[src/rtl/life_game_step_ctrl.sv]
// life_game_step_ctrl: one-generation Conway (B3/S23) stepper for a toroidal
// grid of ROWS x 32 cells, one row per memory word. Owns the single port of
// the cell memory and shares it with the CPU, which always wins arbitration.
// The engine streams rows through three registers (up/cur/dn) and writes each
// new row back in place. Row 0's original contents are saved in save0 so that
// the last row can still see the old row 0 after it has been overwritten.
module life_game_step_ctrl #(
    parameter int ROWS = 32,
    parameter int AW   = 7,
    parameter int GW   = 16
) (
    input  logic          clk,
    input  logic          rst,
    input  logic          start,
    output logic          busy,
    output logic          done,
    output logic [GW-1:0] gen_count,
    input  logic          cpu_req,
    input  logic          cpu_we,
    input  logic [AW-1:0] cpu_addr,
    input  logic [31:0]   cpu_wdata,
    output logic [31:0]   cpu_rdata,
    output logic          mem_we,
    output logic [AW-1:0] mem_addr,
    output logic [31:0]   mem_wdata,
    input  logic [31:0]   mem_rdata
);

    localparam logic [AW-1:0] LAST_ROW   = AW'(ROWS - 1);
    localparam logic [AW-1:0] PENULT_ROW = AW'(ROWS - 2);
    localparam logic [AW-1:0] ROW_ONE    = AW'(1);
    localparam logic [GW-1:0] GEN_ONE    = GW'(1);

    typedef enum logic [2:0] {
        S_IDLE,
        S_RD_ISS,
        S_RD_CAP,
        S_WR,
        S_DONE
    } state_t;

    // LAST/FIRST preload the wrap-around neighbour and row 0; LOOP streams the rest.
    typedef enum logic [1:0] {
        PH_LAST,
        PH_FIRST,
        PH_LOOP
    } phase_t;

    state_t        state;
    phase_t        phase;
    logic [AW-1:0] row;
    logic [31:0]   up;
    logic [31:0]   cur;
    logic [31:0]   dn;
    logic [31:0]   save0;
    logic [31:0]   next_row;

    // Per-column neighbour count with horizontal wrap; column 31 touches column 0.
    generate
        for (genvar gi = 0; gi < 32; gi++) begin : g_cell
            localparam int LC = (gi + 31) % 32;
            localparam int RC = (gi + 1) % 32;
            logic [3:0] nbrs;
            assign nbrs = {3'b000, up[LC]}  + {3'b000, up[gi]} + {3'b000, up[RC]}
                        + {3'b000, cur[LC]} + {3'b000, cur[RC]}
                        + {3'b000, dn[LC]}  + {3'b000, dn[gi]} + {3'b000, dn[RC]};
            assign next_row[gi] = (nbrs == 4'd3) || ((nbrs == 4'd2) && cur[gi]);
        end
    endgenerate

    assign cpu_rdata = mem_rdata;

    // Memory port mux: CPU first, otherwise the engine's read/write address.
    always_comb begin
        mem_we    = 1'b0;
        mem_addr  = row;
        mem_wdata = next_row;
        if (cpu_req) begin
            mem_we    = cpu_we;
            mem_addr  = cpu_addr;
            mem_wdata = cpu_wdata;
        end else begin
            // Gating with rst keeps a reset cycle that lands on WR from writing.
            mem_we = rst && (state == S_WR);
            if (state == S_RD_ISS) begin
                case (phase)
                    PH_LAST:  mem_addr = LAST_ROW;
                    PH_FIRST: mem_addr = '0;
                    default:  mem_addr = row + ROW_ONE;
                endcase
            end
        end
    end

    // Step sequencer: preload, then read-ahead / write-behind one row at a time.
    always_ff @(posedge clk) begin
        if (!rst) begin
            state     <= S_IDLE;
            phase     <= PH_LAST;
            row       <= '0;
            up        <= '0;
            cur       <= '0;
            dn        <= '0;
            save0     <= '0;
            busy      <= 1'b0;
            done      <= 1'b0;
            gen_count <= '0;
        end else begin
            done <= 1'b0;
            case (state)
                S_IDLE: begin
                    if (start) begin
                        phase <= PH_LAST;
                        busy  <= 1'b1;
                        state <= S_RD_ISS;
                    end
                end
                S_RD_ISS: begin
                    if (!cpu_req) begin
                        state <= S_RD_CAP;
                    end
                end
                S_RD_CAP: begin
                    // Data belongs to the address issued last cycle, so no stall here.
                    case (phase)
                        PH_LAST: begin
                            up    <= mem_rdata;
                            phase <= PH_FIRST;
                            state <= S_RD_ISS;
                        end
                        PH_FIRST: begin
                            cur   <= mem_rdata;
                            save0 <= mem_rdata;
                            row   <= '0;
                            phase <= PH_LOOP;
                            state <= S_RD_ISS;
                        end
                        default: begin
                            dn    <= mem_rdata;
                            state <= S_WR;
                        end
                    endcase
                end
                S_WR: begin
                    if (!cpu_req) begin
                        up  <= cur;
                        cur <= dn;
                        if (row == LAST_ROW) begin
                            done  <= 1'b1;
                            state <= S_DONE;
                        end else if (row == PENULT_ROW) begin
                            // Old row 0 is already overwritten; use the saved copy.
                            dn  <= save0;
                            row <= row + ROW_ONE;
                        end else begin
                            row   <= row + ROW_ONE;
                            state <= S_RD_ISS;
                        end
                    end
                end
                S_DONE: begin
                    gen_count <= gen_count + GEN_ONE;
                    busy      <= 1'b0;
                    state     <= S_IDLE;
                end
                default: state <= S_IDLE;
            endcase
        end
    end

endmodule
[config.mk]
export PLATFORM = sky130hd
export DESIGN_NAME = life_game_step_ctrl
export DESIGN_NICKNAME = d
export VERILOG_FILES = /design/src/rtl/life_game_step_ctrl.sv
export SDC_FILE = /design/constraint.sdc
export NUM_CORES = 1
export LEC_CHECK = 0
export ABC_CLOCK_PERIOD_IN_PS = 4100
export CAP_MARGIN = 20
export CORE_UTILIZATION = 36
export CTS_BUF_LIST = sky130_fd_sc_hd__clkbuf_16
export DETAILED_ROUTE_END_ITERATION = 8
export PLACE_DENSITY = 0.56
export REMOVE_ABC_BUFFERS = 1
export SETUP_SLACK_MARGIN = 0.3
export SLEW_MARGIN = 20
export SYNTH_ARGS = -nofsm -noshare
export SYNTH_HDL_FRONTEND = slang
export SYNTH_SLANG_ARGS = --single-unit
[constraint.sdc]
create_clock -name clk -period 4.1 [get_ports clk]
set_clock_uncertainty 0.2 [all_clocks]
set_input_delay 0.82 -clock clk [delete_from_list [all_inputs] [get_ports clk]]
set_output_delay 0.82 -clock clk [all_outputs]
set_load 0.1 [all_outputs]
==> run metrics <==
CP max-delay cell=fa_1; GRT Util Overall=0.184; crit path time final=4630 ps; top-area cell type share of the netlist area=0.250; worst setup margin=-533 ps; synth cell count leaders=232 x inv_1, 213 x nand2_1, 158 x dfxtp_1; hold path start=save0[14]$_SDFFE_PN0P_; initial antenna violation count=0; clock sinks=158; Synth Instances=1522; Longest Clk Path Bufs=2; ANT cells=0; first-pass GRT wire length=53300 um; Synth area leaders=dfxtp_1 25%, fa_1 20%, ha_1 9.8%; sequential share of the synthesized area=0.250; Via density=4.98; Reg2Reg Setup Slack=1470 ps; combinational share of power=0.220; switching pwr=1.30 mW; worst min path class=reg2reg; hold slack final=254 ps; CTS buffer count=17; cell seen most often among critical-path stages=fa_1; leakage=6.78 nW; Crit. End Element=output port; RSZ-0062 raised after global routing=true; initial DRC count=566; internal power=2.98 mW; worst-path maximum fanout=2; Post-DP Area=15500 um^2; DR DRC count=0; drt wl/cell=14.9 um; H-tree levels=4; syn avg cell area=8.32 um^2; Tot Pwr=4.27 mW; Final Core Density=0.474; Post-Layout Inst Area=16400 um^2; Cell Area, Synth=12700 um^2; Hold Vio Cnt, Final=0; placed insts=2134; row cnt=68; Tcrit/Tclk final=1.13; Port Buffers=165; Die ar.=35900 um^2; Worst Tran Pin Value=1010 ps; max-cap violations=0; Worst Setup SP=cur[1]$_SDFFE_PN0P_; Crit Path Class=reg2out; CP max stage delay=550 ps; Fmax=216 MHz; clock share of power=0.411; Antenna Nets Post-Route=0; yosys warns=0; Post-Route WL=32300 um; number of global-route vias before repair=10626; largest net degree at the start of global routing=81; starting density of the core=0.366; Synth cell types=51; Critical Path Start Type=flip-flop; CTS tree=done; final setup TNS=-13420 ps; count leader, synth=inv_1; CTS Root Cell=clkbuf_16; worst path bufs/invs=3; power density over the cells=261 nW/um^2; fraction of registers with async set/reset=0; Setup Viol. Count Final=32; Final nets=2003; VDD IR-drop max=0.260 mV; Layout Cells excl Fill=2167; hpwl dp=23000 um; Core ar.=34500 um^2; critical path cell sequence=inv_2, fa_1, fa_1, fa_1, inv_1, ha_2, fa_2, o21ai_2, nor2_1, a22o_4, buf_12; RR Startpoint=state[0]$_SDFFE_PN0P_; Area Overhead vs Synth=29.3%; GR Overflow Total=0; Req. time, crit path=3080 ps; RePlAce Congestion=0.805; post-synth top area cell=dfxtp_1; Worst-Skew Late Latency=420 ps; Switching Share=0.304; via count=10801; Die Wd=189 um; number of flops mapped to enable cells by yosys=0; # IOs=166; #FFs+latches synth=158; status=finished, violations left; Place WS=-214 ps; DRT Pass-1 Iters=5; register share of total power=0.369; Main synth FF type=dfxtp_1; Max-slew headroom=0.325; CP delay by family, top=adder cells; register clock-pin slew on the reported worst setup and hold paths=60 ps; failing checks=setup timing; Critical Path AT=3610 ps; # fillers=3392; share of cells above drive strength 1=0.205; die height=189 um; max-slew violation count=0
-- registers in the layout, indices dropped and copies added, names as in the netlist --
name / flops
cur: 32
row: 7
state: 3
save0: 32
dn: 32
phase: 2
busy: 1
up: 32
done: 1
gen_count: 16
-- worst min-delay path, delay by kind of cell (launching register included) --
family             cells  cell delay [ps]
DFF                    1              310
AOI/OAI and AO/OA      1               50
and+or+nand+nor        1               50
-- final timing paths --
check,endpoint,cells after the start
setup / recovery,mem_wdata[2],11
hold / removal,save0[14]$_SDFFE_PN0P_,2
setup reg to reg,save0[3]$_SDFFE_PN0P_,5
hold reg to reg,save0[14]$_SDFFE_PN0P_,2
-- cell usage in the layout (no fill, tap or decap), types with 48 or more instances in the layout --
cell type        count
nor2_1             120
inv_2               48
dfxtp_1            115
nand2_1            213
inv_1              183
ha_1                67
a311oi_1            98
a21oi_1            115
fa_1               125
buf_4              137
clkdlybuf4s50_1     92
-- power by group through the flow --
| stage | clock network [mW] | logic, mW | registers, mW |
|---|---|---|---|
| 6_report | 1.76 | 0.940 | 1.57 |
| 5_1_grt | 1.86 | 1.01 | 1.58 |
| 4_1_cts | 1.80 | 0.942 | 1.57 |
| 3_5_place_dp | 0 | 0.921 | 1.60 |
| 3_3_place_gp | 0 | 0.912 | 1.60 |
| 2_1_floorplan | 0 | 0.412 | 1.62 |
-- cells by family (layout without fill, tap and decap cells) --
logic type / after synthesis / in the layout / share of synthesized area
AO/OA/AOI/OAI: 353 / 353 / 0.184
XOR/XNOR: 10 / 10 / 0.00692
buffers and inverters: 346 / 536 / 0.115
AND/OR/NAND/NOR: 425 / 425 / 0.141
multiplexers: 3 / 3 / 0.00237
flip-flops: 158 / 158 / 0.250
adder cells (fa/ha/maj): 227 / 227 / 0.300
-- repair_timing --
action / 4_1_cts / 5_1_grt
hold buffers: 0 / 0
buffers inserted: 1 / 1
endpoints found under the setup margin: 32 / 32
pin swaps: 81 / 63
cloned: 0 / 0
resized for setup: 135 / 42
-- per-layer routing --
metal	track usage	part of all wire
met5	0	0
met4	0.0264	0.0057
met3	0.0280	0.040
met2	0.317	0.48
met1	0.247	0.47
-- area by class of cell --
cell class / instances / area, um^2 / share of cell area
clock inverter: 14 / 216 / 0.0132
tap: 455 / 569 / 0.0348
multi-input combinational: 1018 / 8240 / 0.504
timing repair buffer: 272 / 2810 / 0.172
sequential: 158 / 3220 / 0.197
clock buffer: 17 / 425 / 0.0260
inverter: 233 / 882 / 0.0539
Power figures use the tool's default switching activity.
